### src/rtl/mux4_rr_sched_pkg.sv
// Shared types and constants for the 4-way round-robin mux scheduler.
// Latency: none, declarations only.
// Backpressure: not applicable.
package mux_sched_pkg;

    localparam int N_REQ = 4;
    localparam int SEL_W = 2;
    localparam int CNT_W = 4;

    // IDLE: no owner; OWN: gnt[sel] asserted; TURN: one dead cycle between owners.
    typedef enum logic [1:0] {
        IDLE = 2'd0,
        OWN  = 2'd1,
        TURN = 2'd2
    } state_t;

    // One-hot decode of a requester index.
    function automatic logic [N_REQ-1:0] onehot(input logic [SEL_W-1:0] idx);
        logic [N_REQ-1:0] v;
        v = '0;
        v[idx] = 1'b1;
        return v;
    endfunction

endpackage

### src/rtl/mux4_rr_sched_rr_pick4.sv
// Rotating-priority encoder: first set req bit scanning ptr, ptr+1, .. ptr+3 (mod 4).
// Latency: purely combinational.
// Backpressure: none; valid=0 when no bit of req is set.
import mux_sched_pkg::*;

module rr_pick4 (
    input  logic [N_REQ-1:0] req,
    input  logic [SEL_W-1:0] ptr,
    output logic             valid,
    output logic [SEL_W-1:0] idx
);

    logic [SEL_W-1:0] cand;

    // Scan from the farthest candidate back to ptr so the nearest set bit wins.
    always_comb begin
        valid = 1'b0;
        idx   = '0;
        cand  = '0;
        for (int i = N_REQ - 1; i >= 0; i--) begin
            cand = ptr + SEL_W'(i);
            if (req[cand]) begin
                valid = 1'b1;
                idx   = cand;
            end
        end
    end

endmodule

### src/rtl/mux4_rr_sched.sv
// Round-robin owner of a shared 4:1 mux select; bounded tenure, registered mux output.
// Latency: grant 1 cycle after request in IDLE; y is din[sel] delayed 1 cycle, aligned with gnt.
// Backpressure: en=0 freezes all state and outputs; requests are level and held until done.
import mux_sched_pkg::*;

module mux4_rr_sched #(
    parameter int MAX_HOLD = 4,
    parameter bit TURN_GAP = 1'b1
) (
    input  logic             clk,
    input  logic             reset,
    input  logic             en,
    input  logic [N_REQ-1:0] req,
    input  logic [N_REQ-1:0] din,
    output logic [N_REQ-1:0] gnt,
    output logic [SEL_W-1:0] sel,
    output logic             y,
    output logic             busy
);

    localparam logic [CNT_W-1:0] MAX_CNT = CNT_W'(MAX_HOLD);
    localparam logic [CNT_W-1:0] CNT_ONE = CNT_W'(1);

    state_t           state, state_n;
    logic [SEL_W-1:0] sel_n;
    logic [SEL_W-1:0] ptr, ptr_n;
    logic [CNT_W-1:0] cnt, cnt_n;
    logic             y_n;

    logic [N_REQ-1:0] pick_req;
    logic             pick_vld;
    logic [SEL_W-1:0] pick_idx;

    // While owning, the current owner is masked so the picker only sees contenders.
    always_comb begin
        pick_req = req;
        if (state == OWN) begin
            pick_req = req & ~onehot(sel);
        end
    end

    rr_pick4 u_pick (
        .req   (pick_req),
        .ptr   (ptr),
        .valid (pick_vld),
        .idx   (pick_idx)
    );

    // Next-state, tenure counter, pointer, select and output data decisions.
    always_comb begin
        state_n = state;
        sel_n   = sel;
        ptr_n   = ptr;
        cnt_n   = cnt;
        case (state)
            IDLE: begin
                if (pick_vld) begin
                    state_n = OWN;
                    sel_n   = pick_idx;
                    ptr_n   = pick_idx + SEL_W'(1);
                    cnt_n   = CNT_ONE;
                end
            end
            OWN: begin
                if (!req[sel] || (cnt == MAX_CNT && pick_vld)) begin
                    // Owner released or its tenure expired with contenders waiting.
                    if (pick_vld) begin
                        state_n = TURN_GAP ? TURN : OWN;
                        sel_n   = pick_idx;
                        ptr_n   = pick_idx + SEL_W'(1);
                        cnt_n   = TURN_GAP ? '0 : CNT_ONE;
                    end else begin
                        state_n = IDLE;
                        cnt_n   = '0;
                    end
                end else if (cnt == MAX_CNT) begin
                    // Sole requester: fresh tenure without a gap.
                    cnt_n = CNT_ONE;
                end else if (cnt < MAX_CNT) begin
                    cnt_n = cnt + CNT_ONE;
                end
            end
            TURN: begin
                if (req[sel]) begin
                    state_n = OWN;
                    cnt_n   = CNT_ONE;
                end else if (pick_vld) begin
                    // Incoming owner gave up during the gap; hand to the next in line.
                    state_n = OWN;
                    sel_n   = pick_idx;
                    ptr_n   = pick_idx + SEL_W'(1);
                    cnt_n   = CNT_ONE;
                end else begin
                    state_n = IDLE;
                    cnt_n   = '0;
                end
            end
            default: begin
                state_n = IDLE;
                cnt_n   = '0;
            end
        endcase
        y_n = (state_n == OWN) ? din[sel_n] : 1'b0;
    end

    // State registers; reset wins over en, en=0 holds everything.
    always_ff @(posedge clk) begin
        if (reset) begin
            state <= IDLE;
            sel   <= '0;
            ptr   <= '0;
            cnt   <= '0;
            y     <= 1'b0;
        end else if (en) begin
            state <= state_n;
            sel   <= sel_n;
            ptr   <= ptr_n;
            cnt   <= cnt_n;
            y     <= y_n;
        end
    end

    assign busy = (state == OWN);
    assign gnt  = busy ? onehot(sel) : '0;

endmodule

### config.mk
export PLATFORM = sky130hd
export DESIGN_NAME = mux4_rr_sched
export DESIGN_NICKNAME = d
export VERILOG_FILES = /design/src/rtl/mux4_rr_sched_pkg.sv /design/src/rtl/mux4_rr_sched_rr_pick4.sv /design/src/rtl/mux4_rr_sched.sv
export SDC_FILE = /design/constraint.sdc
export NUM_CORES = 1
export LEC_CHECK = 0
export ABC_AREA = 1
export CELL_PAD_IN_SITES_DETAIL_PLACEMENT = 0
export CELL_PAD_IN_SITES_GLOBAL_PLACEMENT = 1
export CORE_MARGIN = 8
export CORE_UTILIZATION = 30
export CTS_CLUSTER_DIAMETER = 150
export DETAILED_ROUTE_END_ITERATION = 10
export DONT_BUFFER_PORTS = 1
export MAX_ROUTING_LAYER = met4
export PLACE_DENSITY_LB_ADDON = 0.1
export SLEW_MARGIN = 10
export SYNTH_ARGS = -nofsm -noshare
export SYNTH_HDL_FRONTEND = slang
export SYNTH_SLANG_ARGS = --single-unit
### constraint.sdc
create_clock -name clk -period 2 [get_ports clk]
set_input_delay 0.4 -clock clk [delete_from_list [all_inputs] [get_ports clk]]
set_output_delay 0.4 -clock clk [all_outputs]
set_load 0.01 [all_outputs]
==> summary.md, run 1 <==
| Metric | Value |
|---|---|
| Max-cap violations | `0` |
| Starting density of the core | `31.05%` |
| Post-synth cell types | `29` |
| Crit. End Element | `register` |
| FP Rows | `21` |
| Slew @ Worst Pin | `about 0.27 ns` |
| Top cells by area, synth | `dfxtp_1, nand2_1, inv_1, nand3_1, nand2_2` |
| Hold endpoint | `cnt[1]$_SDFFE_PP0P_` |
| RSZ-0062 raised after global routing | `yes` |
| CTS tree | `yes` |
| Htree depth | `1` |
| VDD IR max | `0.0004047 V` |
| Die width | `74.77 um` |
| Gp weighted congestion | `a little over 0.8` |
| Cell area power density | `997.8 nW/um2` |
| Hold path start | `reset` |
| Die height | `around 75 um` |
| Vias in the first global route | `approximately 1,100` |
| Initial antenna violation count | `0` |
| Nets@finish | `207` |
| DRT Wirelength | `2894 um` |
| Hold depth | `1` |
| PnR worst setup slack | `~0.065 ns` |
| Ys Warns | `0` |
| Post-place instance area | `1194 um2` |
| Ys flop type | `dfxtp_1` |
| IO Pins | `19` |
| Largest net degree at the start of global routing | `8` |
| Share of the synthesized area in the top cell type | `21.26%` |
| CTS Buf Count | `3` |
| Mapped cell area | `1036 um2` |
| Share of post-route cells with drive strength above 1 | `38.34%` |
| Final worst path period share | `between 90% and 100%` |
| First-pass GRT wire length | `around 4700 um` |
| Minimum period implied by the final worst setup slack | `1.935 ns` |
| # DRC | `0` |
| Async S/R FF share, synth | `0%` |
| DP HPWL | `about 2300 um` |
| DRT iter0 DRCs | `28` |
| Max frequency | `about 0.52 GHz` |
| Type of the most critical hold path | `input port to register` |
| Normalized max-slew margin | `82.07%` |
| Synth Instances | `170` |
| Via count | `~1,100` |
| Critical path arrival | `2.11 ns` |
| Post-route ant nets | `0` |
| PortBufs | `0` |
| Power after layout | `1428 uW` |
| Avg Inst Size Synth | `roughly 6 um2` |
| Largest area contributor in the netlist | `dfxtp_1` |
| CP Class | `register to register` |
| LEAKAGE | `0.0007672 uW` |
| R2R setup slack | `~0.065 ns` |
| Syn_nets | `183` |
| Final setup viols | `0` |
| Final Skew | `~0.0046 ns` |
| Yosys reg bits | `11` |
| Worst EP required | `2.18 ns` |
| CTS Buffer Depth | `2` |
| Core area | `3337 um2` |
| # diodes | `0` |
| Worst reg2reg path depth | `17` |
| Crit-path max FO | `6` |
| Post-synth EDFFs | `0` |
| Commonest cells after routing, fill and taps aside | `nand2_1, inv_1, buf_4` |
| Slew Limit Fails | `0` |
| Place WS | `-0.04096 ns` |
| R2R Path Start | `state[0]$_SDFFE_PP0P_` |
| P&R area growth vs syn | `38.16%` |
| Post-CTS Hold Fix Bufs | `0` |
| DR vias/cell | `4.569` |
| Post-synthesis sequential area ratio | `21.26%` |
| GR Util All Layers | `10.86%` |
| CTS root buffer | `clkbuf_4` |
| TritonRoute pass-1 iters | `4` |
| Final Hold Viols | `0` |
| R2R Path End | `y$_SDFFE_PP0P_` |
| Total gr overflow | `0` |
| Final instance area | `1431 um2` |
| Die area | `approximately 5600 um2` |
| Clk Latency, worst-skew pair | `0.28 ns` |
| Clk slew on worst S/H paths | `approximately 0.08 ns` |
| Commonest non-fill, non-tap cell in the layout | `nand2_1` |
| WL/cell | `12.11 um` |
| Critical path launch point type | `register` |
| Outcome | `completed` |
| Clock sink count | `11` |
==> worst max path at each step <==
stage / cells after the start / endpoint / start
2_1_floorplan: 18 / y$_SDFFE_PP0P_ / sel[0]$_SDFFE_PP0P_
3_3_place_gp: 14 / y$_SDFFE_PP0P_ / sel[0]$_SDFFE_PP0P_
3_5_place_dp: 14 / y$_SDFFE_PP0P_ / sel[0]$_SDFFE_PP0P_
4_1_cts: 14 / y$_SDFFE_PP0P_ / sel[0]$_SDFFE_PP0P_
5_1_grt: 17 / sel[1]$_SDFFE_PP0P_ / state[0]$_SDFFE_PP0P_
6_report: 17 / y$_SDFFE_PP0P_ / state[0]$_SDFFE_PP0P_
==> flip-flops by register name (all words and copies together), names as in the netlist <==
register  flops
state         2
ptr           2
cnt           4
y             1
sel           2
==> synth_stat cells, types with 2 or more instances <==
cell,n
a21oi_1,11
a21oi_2,2
dfxtp_1,11
nand2_2,10
nand3_2,3
nand3b_1,2
nand2_4,2
nor2_1,15
inv_1,29
o21ai_0,7
nor2_4,2
ha_1,2
nand2_1,41
nand3_1,18
==> layout make-up <==
cell class                      count  area [um2]
Multi-Input combinational cell    126       835.8
Timing Repair Buffer               21       165.2
Inverter                           31       116.4
Fill cell                         372        1906
Clock buffer                        4       26.28
Sequential cell                    11       230.2
Tap cell                           46       57.56
==> where the power goes <==
group	switching, uW	internal (uW)
sequential	60.1	266
combinational	549	390
clock	86.1	77.4
==> routing by layer <==
metal	vias to the layer above	GRT usage [%]	share of wire [%]
met5	-	-	0
met4	0	3.913	1.3
met2	17	17.72	48
met1	482	12.68	45
met3	4	2.530	5.9
li1	589	-	-
==> worst max-delay path, cell delays in order (launching register included) <==
cell and delay [ns]:
dfxtp_2 0.33, inv_2 0.06, nor2_8 0.20, nand2_4 0.09, nand3_4 0.09, nand2_4 0.06, nor2_4 0.13, nand2_4 0.08
nand2_4 0.07, nand2_2 0.06, nand2_2 0.08, nand2_1 0.05, o211ai_1 0.11, nand2_1 0.10, nor2_2 0.11, nand3_2 0.08
nand3_2 0.08, a21oi_2 0.04
==> stage by stage <==
stage                     util, %  hold WS (ns)  setup TNS, ns  instances
after floorplan                 -        0.4191              0        170
after global placement      35.77        0.4319              0        229
after detailed placement    35.77        0.4316       -0.04096        229
after CTS                   36.60        0.1628              0        233
after global routing        42.89        0.1597        -0.1798        239
final                       42.89        0.1721              0        239
==> kinds of logic (layout without fill, tap and decap cells) <==
kind of cell / Yosys count / count (layout) / synth area share (%)
AND/OR/NAND/NOR: 96 / 96 / 46.86
buffers and inverters: 33 / 56 / 12.44
AO/OA/AOI/OAI: 26 / 26 / 15.34
flip-flops: 11 / 11 / 21.26
adder cells (fa/ha/maj): 2 / 2 / 2.415
XOR/XNOR: 2 / 2 / 1.691
==> timing repair <==
action / CTS / global route
setup endpoints to repair: 3 / 10
pin swaps: 0 / 19
resized for setup: 1 / 44
buffers inserted: 0 / 6
gates cloned: 0 / 0
endpoints found under the hold margin: 0 / 0
Note: power is estimated with default switching activity, not from simulation.
==> run 2: changes to the inputs <==
Settings changed: CORE_ASPECT_RATIO from default to 0.75.
==> run 2 against run 1 <==
Effect of this change:
- critical path depth stayed put
- register-to-register slack got worse by 0.02 ns
- fmax decreased by 1.0%
- die area increased by 0.34%
- critical path type unchanged
- largest cell class unchanged
==> summary.md, run 2 (synthesis gave the netlist of run 1 again) <==
| Metric | Value |
|---|---|
| Outcome | `completed (unchanged)` |
| VDD IR max | `0.0004323 V (was 0.0004047 V)` |
| Top reg by flops | `cnt (unchanged)` |
| CTS tree | `yes (unchanged)` |
| CTS Buf Count | `3 (unchanged)` |
| IO Pins | `19 (unchanged)` |
| Cell area power density | `1062 nW/um2 (was 997.8 nW/um2)` |
| Post-CTS Hold Fix Bufs | `0 (unchanged)` |
| R2R setup slack | `0.05 ns (was 0.07 ns)` |
| PortBufs | `0 (unchanged)` |
| DR vias/cell | `4.822 (was 4.569)` |
| DRT iter0 DRCs | `73 (was 28)` |
| Nets@finish | `210 (was 207)` |
| R2R Path End | `y$_SDFFE_PP0P_ (unchanged)` |
| Vias in the first global route | `1,025 (was 1,069)` |
| CTS Buffer Depth | `2 (unchanged)` |
| Final Hold Viols | `0 (unchanged)` |
| Type of the most critical hold path | `input port to register (unchanged)` |
| Slew @ Worst Pin | `0.2929 ns (was 0.2676 ns)` |
| Slowest CP cell | `dfxtp_2 (unchanged)` |
| Final Skew | `0.003831 ns (was 0.004626 ns)` |
| Max-cap violations | `0 (unchanged)` |
| Die area | `5609 um2 (was 5590 um2)` |
| Hold path start | `reset (unchanged)` |
| Final setup viols | `0 (unchanged)` |
| Largest register FFs | `4 (unchanged)` |
| Die height | `66.89 um (was 74.77 um)` |
| Hold endpoint | `y$_SDFFE_PP0P_ (was cnt[1]$_SDFFE_PP0P_)` |
| GR Util All Layers | `10.81% (was 10.86%)` |
| WL/cell | `12.67 um (was 12.11 um)` |
| Critical path arrival | `2.09 ns (was 2.11 ns)` |
| Crit. End Element | `register (unchanged)` |
| Largest net degree at the start of global routing | `8 (unchanged)` |
| Commonest non-fill, non-tap cell in the layout | `nand2_1 (unchanged)` |
| Final worst path period share | `97.72% (was 96.74%)` |
| DRT Wirelength | `2991 um (was 2894 um)` |
| TritonRoute pass-1 iters | `4 (unchanged)` |
| Share of post-route cells with drive strength above 1 | `41.33% (was 38.34%)` |
| Crit-path cells | `inv_4 > nor2_8 > nand2_4 > nand3_2 > nand2_2 > nor2_4 > nand2_4 > nand2_4 > nand2_2 > nand2_2 > nand2_1 > o211ai_1 > nand2_1 > nor2_1 > nand3_2 > nand3_2 > a21oi_2 (was inv_2 > nor2_8 > nand2_4 > nand3_4 > nand2_4 > nor2_4 > nand2_4 > nand2_4 > nand2_2 > nand2_2 > nand2_1 > o211ai_1 > nand2_1 > nor2_2 > nand3_2 > nand3_2 > a21oi_2)` |
| Die width | `83.86 um (was 74.77 um)` |
| Buf/Inv on CP | `1 (unchanged)` |
| Via count | `1,138 (was 1,092)` |
| # DRC | `0 (unchanged)` |
| Hold Worst Slack | `0.2119 ns (was 0.1721 ns)` |
| Largest stage delay, worst path | `0.35 ns (was 0.33 ns)` |
| DP HPWL | `2376 um (was 2268 um)` |
| Core area | `3288 um2 (was 3337 um2)` |
| Htree depth | `1 (unchanged)` |
| Slew Limit Fails | `0 (unchanged)` |
| FP Rows | `18 (was 21)` |
| Max frequency | `0.5117 GHz (was 0.5168 GHz)` |
| Crit-path max FO | `6 (unchanged)` |
| Worst reg2reg path depth | `17 (unchanged)` |
| Clk Latency, worst-skew pair | `0.24 ns (was 0.28 ns)` |
| CTS root buffer | `clkbuf_8 (was clkbuf_4)` |
| Critical path launch point type | `register (unchanged)` |
| # diodes | `0 (unchanged)` |
| R2R Path Start | `state[0]$_SDFFE_PP0P_ (unchanged)` |
| Minimum period implied by the final worst setup slack | `1.954 ns (was 1.935 ns)` |
| CP top delay family | `simple AND/OR/NAND/NOR gates (unchanged)` |
| Gp weighted congestion | `0.8240 (was 0.8206)` |
| Starting density of the core | `31.51% (was 31.05%)` |
| RSZ-0062 raised after global routing | `yes (unchanged)` |
| Clock sink count | `11 (unchanged)` |
| Normalized max-slew margin | `80.41% (was 82.07%)` |
| Place WS | `0.02531 ns (was -0.04096 ns)` |
| Clk slew on worst S/H paths | `0.05 ns (was 0.08 ns)` |
| CP Class | `register to register (unchanged)` |
| Initial antenna violation count | `0 (unchanged)` |
| P&R area growth vs syn | `39.25% (was 38.16%)` |
| Post-route ant nets | `0 (unchanged)` |
| Total gr overflow | `0 (unchanged)` |
| LEAKAGE | `0.0007846 uW (was 0.0007672 uW)` |
| Hold depth | `1 (unchanged)` |
| First-pass GRT wire length | `4802 um (was 4692 um)` |
| Worst EP required | `2.14 ns (was 2.18 ns)` |
| Commonest cells after routing, fill and taps aside | `nand2_1, inv_1, buf_4 (unchanged)` |
| PnR worst setup slack | `0.04563 ns (was 0.06512 ns)` |
run 2: worst max path at each step:
| stage | startpoint | endpoint | slack, ns | cells past startpoint |
|---|---|---|---|---|
| detailed placement | sel[0]$_SDFFE_PP0P_ | y$_SDFFE_PP0P_ | 0.03 | 17 |
| floorplan | sel[0]$_SDFFE_PP0P_ | y$_SDFFE_PP0P_ | 0.05 | 18 |
| CTS | sel[0]$_SDFFE_PP0P_ | y$_SDFFE_PP0P_ | 0.01 | 18 |
| finish | state[0]$_SDFFE_PP0P_ | y$_SDFFE_PP0P_ | 0.05 | 17 |
| global route | ptr[0]$_SDFFE_PP0P_ | y$_SDFFE_PP0P_ | -0.13 | 16 |
| global placement | sel[0]$_SDFFE_PP0P_ | y$_SDFFE_PP0P_ | 0.03 | 17 |
run 2: stage by stage:
step / util (%) / area, um2 / TNS (ns) / total power, uW / cells
after floorplan: - / 1036 / 0 / 907.7 / 170
after global placement: 36.99 / 1216 / 0 / 1134 / 227
after detailed placement: 36.99 / 1216 / 0 / 1131 / 227
after CTS: 38.36 / 1261 / 0 / 1372 / 231
after global routing: 43.87 / 1443 / -0.4744 / 1686 / 236
final: 43.87 / 1443 / 0 / 1532 / 236
run 2: final cells by class:
| class | count | area [um2] |
|---|---|---|
| repair buffers | 24 | 180.2 |
| well taps | 40 | 50.05 |
| flip-flops and latches | 11 | 227.7 |
| fillers | 353 | 1846 |
| multi-input cells | 126 | 820.8 |
| clock buffers | 4 | 45.04 |
| inverters | 31 | 118.9 |
run 2: routing by layer:
| metal | vias to the layer above | track usage (%) | wire, um |
|---|---|---|---|
| met5 | - | - | 0 |
| met1 | 518 | 14.09 | 1571 |
| met4 | 0 | 2.575 | 25 |
| met3 | 5 | 3.776 | 139 |
| met2 | 21 | 15.47 | 1255 |
| li1 | 594 | - | - |
run 2: report_power, final:
part	leakage, uW	total [uW]	switching (uW)	internal (uW)
registers	0.0000924	322	56.2	265
logic	0.000669	981	581	400
clock network	0.0000228	229	89.0	140
total	0.000785	1530	726	805
run 2: timing repair:
item / in CTS / in global routing
setup buffers: 0 / 5
setup endpoints to repair: 0 / 10
resized for setup: 0 / 44
==> run 3: changes to the inputs <==
Settings changed: ABC_AREA 1 to default, CTS_BUF_LIST from default to sky130_fd_sc_hd__clkbuf_8.
==> run 3 against run 2 <==
Effect of this change:
- the run now ends with setup timing left
- sequential share of layout area down 0.22 points
- first-iteration DRC count up 30%
- register-to-register slack worse by 0.43 ns
- routed wire length rose by 12%
- setup slack worse by 0.43 ns
- core utilization up 1.6 points
- clock power barely moved
- non-clock buffer count up 13
- largest power group unchanged
==> summary.md, run 3 <==
| Metric | Value |
|---|---|
| Outcome | `complete, but fails checks (was completed)` |
| Failing checks | `setup timing` |
| Type of the most critical hold path | `input port to register (unchanged)` |
| DRT Wirelength | `3352 um (was 2991 um)` |
| Critical path launch point type | `register (unchanged)` |
| Commonest cells after routing, fill and taps aside | `buf_4, nor2_1, inv_1 (was nand2_1, inv_1, buf_4)` |
| Final Hold Viols | `0 (unchanged)` |
| Top reg by flops | `cnt (unchanged)` |
| Starting density of the core | `31.24% (was 31.51%)` |
| # DRC | `0 (unchanged)` |
| Syn_nets | `148 (was 183)` |
| Post-synth top cells | `nor2_1, dfxtp_1, a21oi_1 (was nand2_1, inv_1, nand3_1)` |
| Clock sink count | `11 (unchanged)` |
| Largest net degree at the start of global routing | `12 (was 8)` |
| Slew @ Worst Pin | `0.3215 ns (was 0.2929 ns)` |
| Crit-path max FO | `7 (was 6)` |
| CP Class | `register to register (unchanged)` |
| Cell area power density | `565.1 nW/um2 (was 1062 nW/um2)` |
| Mapped cell area | `1027 um2 (was 1036 um2)` |
| CTS root buffer | `clkbuf_8 (unchanged)` |
| Avg Inst Size Synth | `7.609 um2 (was 6.094 um2)` |
| Synth Instances | `135 (was 170)` |
| IO Pins | `19 (unchanged)` |
| Ys flop type | `dfxtp_1 (unchanged)` |
| DR vias/cell | `5.543 (was 4.822)` |
| Max frequency | `0.4185 GHz (was 0.5117 GHz)` |
| Die height | `66.68 um (was 66.89 um)` |
| CTS Buffer Depth | `2 (unchanged)` |
| Multi-input logic area | `848.3 um2 (was 820.8 um2)` |
| Final setup viols | `3 (was 0)` |
| Die width | `83.57 um (was 83.86 um)` |
| Share of the synthesized area in the top cell type | `21.44% (was 21.26%)` |
| Vias in the first global route | `1,057 (was 1,025)` |
| Critical path arrival | `2.53 ns (was 2.09 ns)` |
| Share of post-route cells with drive strength above 1 | `43.45% (was 41.33%)` |
| Register Area | `232.7 um2 (was 227.7 um2)` |
| Gp weighted congestion | `0.8493 (was 0.8240)` |
| Worst EP required | `2.14 ns (about the same)` |
| Crit. End Element | `register (unchanged)` |
| Place WS | `-0.4663 ns (was 0.02531 ns)` |
| DP HPWL | `2569 um (was 2376 um)` |
| VDD IR max | `0.0003279 V (was 0.0004323 V)` |
| GR Util All Layers | `12.50% (was 10.81%)` |
| LEAKAGE | `0.0006516 uW (was 0.0007846 uW)` |
| Post-route ant nets | `0 (unchanged)` |
| PnR worst setup slack | `-0.3892 ns (was 0.04563 ns)` |
| PortBufs | `0 (unchanged)` |
| CTS tree | `yes (unchanged)` |
| Via count | `1,153 (was 1,138)` |
| Commonest non-fill, non-tap cell in the layout | `buf_4 (was nand2_1)` |
| TritonRoute pass-1 iters | `4 (unchanged)` |
| Final worst path period share | `119.5% (was 97.72%)` |
| Slew Limit Fails | `0 (unchanged)` |
| Async S/R FF share, synth | `0% (unchanged)` |
| Yosys reg bits | `11 (unchanged)` |
| Post-synth cell types | `48 (was 29)` |
| Count leader, synth | `nor2_1 (was nand2_1)` |
| Largest register FFs | `4 (unchanged)` |
| Postcts setup bufs | `0 (unchanged)` |
| Final setup TNS | `-0.5086 ns (was 0 ns)` |
| Nets@finish | `182 (was 210)` |
| Ys Warns | `0 (unchanged)` |
| Minimum period implied by the final worst setup slack | `2.389 ns (was 1.954 ns)` |
| Hold Worst Slack | `0.2043 ns (was 0.2119 ns)` |
| Core area | `3288 um2 (unchanged)` |
| Post-synthesis sequential area ratio | `21.44% (was 21.26%)` |
| Largest area contributor in the netlist | `dfxtp_1 (unchanged)` |
| Normalized max-slew margin | `78.52% (was 80.41%)` |
| Post-synth EDFFs | `0 (unchanged)` |
| P&R area growth vs syn | `45.55% (was 39.25%)` |
| Clk slew on worst S/H paths | `0.05 ns (about the same)` |
| CTS Buf Count | `3 (unchanged)` |
| Htree depth | `1 (unchanged)` |
| Die area | `5572 um2 (was 5609 um2)` |
| DRT iter0 DRCs | `95 (was 73)` |
| # diodes | `0 (unchanged)` |
| First-pass GRT wire length | `5409 um (was 4802 um)` |
| WL/cell | `16.12 um (was 12.67 um)` |
| Top cells by area, synth | `dfxtp_1, nor2_1, a21oi_1, mux2i_1, inv_1 (was dfxtp_1, nand2_1, inv_1, nand3_1, nand2_2)` |
| Max-cap violations | `0 (unchanged)` |
| Initial antenna violation count | `0 (unchanged)` |
| Clk Latency, worst-skew pair | `0.25 ns (was 0.24 ns)` |
| RSZ-0062 raised after global routing | `yes (unchanged)` |
| FP Rows | `18 (unchanged)` |
| Final Skew | `0.004149 ns (was 0.003831 ns)` |
| Post-CTS Hold Fix Bufs | `0 (unchanged)` |
| Fillers | `323 (was 353)` |
| Total gr overflow | `0 (unchanged)` |
==> run 3: changes by cell type in the layout (fill, tap and decap cells not counted), sizes merged, moves of 3 or more <==
cell / change
mux2i: +5
and2: +3
nand2: -44
a31oi: +4
o21a: +3
nand3: -20
buf: +13
nor3b: +4
nor3: +5
a21oi: -3
inv: -20
nand2b: +4
==> run 3: power breakdown <==
group | switching [uW] | internal [uW] | leakage, uW
Sequential | 28.7 | 237 | 0.0000926
Combinational | 163 | 187 | 0.000532
Clock | 93.6 | 136 | 0.0000269
==> run 3: kinds of logic (layout without fill, tap and decap cells) <==
kind of cell,after synthesis,after routing,share of synthesized area (%)
mux,8,8,10.72
buf+inv,17,50,9.134
fa+ha+maj,2,2,2.436
flops,11,11,21.44
simple gates,56,56,29.48
compound gates,40,40,25.94
xor+xnor,1,1,0.8528
==> run 3: final cells by class <==
class	count	area share [%]
inverter	9	2.259
timing repair buffer	37	19.08
tap	40	3.347
sequential	11	15.56
clock inverter	1	0.2510
clock buffer	3	2.762
multi-input combinational	107	56.74
==> run 3: path summary, 6_finish.rpt <==
check / cells after the start / slack [ns] / end / from
max: 7 / -0.39 / y$_SDFFE_PP0P_ / sel[0]$_SDFFE_PP0P_
min: 1 / 0.20 / sel[1]$_SDFFE_PP0P_ / reset
max reg2reg: 7 / -0.39 / y$_SDFFE_PP0P_ / sel[0]$_SDFFE_PP0P_
min reg2reg: 3 / 0.58 / cnt[3]$_SDFFE_PP0P_ / cnt[3]$_SDFFE_PP0P_
==> run 3: repair_timing <==
action,4_1_cts,5_1_grt
pin swaps,3,7
hold endpoints to repair,0,0
setup endpoints to repair,9,10
gates resized for setup,14,24
==> run 3: critical path, cell delays in order (launching register included) <==
cell,delay (ns)
dfxtp_4,0.41
mux4_2,0.54
nand2_1,0.12
nor3_2,0.07
o31a_1,0.30
a31oi_2,0.17
mux4_2,0.51
a21o_1,0.16
==> run 3: metal layers <==
metal,vias to the layer above,global-route usage (%),part of all wire (%)
met2,28,15.95,41
met4,0,4.292,1.1
li1,559,-,-
met5,-,-,0
met1,562,18.13,52
met3,4,2.923,5.8
==> run 3: per-stage QoR <==
step	instance area, um2	power, uW	std cells	util, %
floorplan	1025	460.2	135	-
global placement	1292	566.0	204	39.31
detailed placement	1292	564.6	204	39.31
CTS	1390	809.1	208	42.28
global route	1495	900.4	208	45.47
finish	1495	845.0	208	45.47
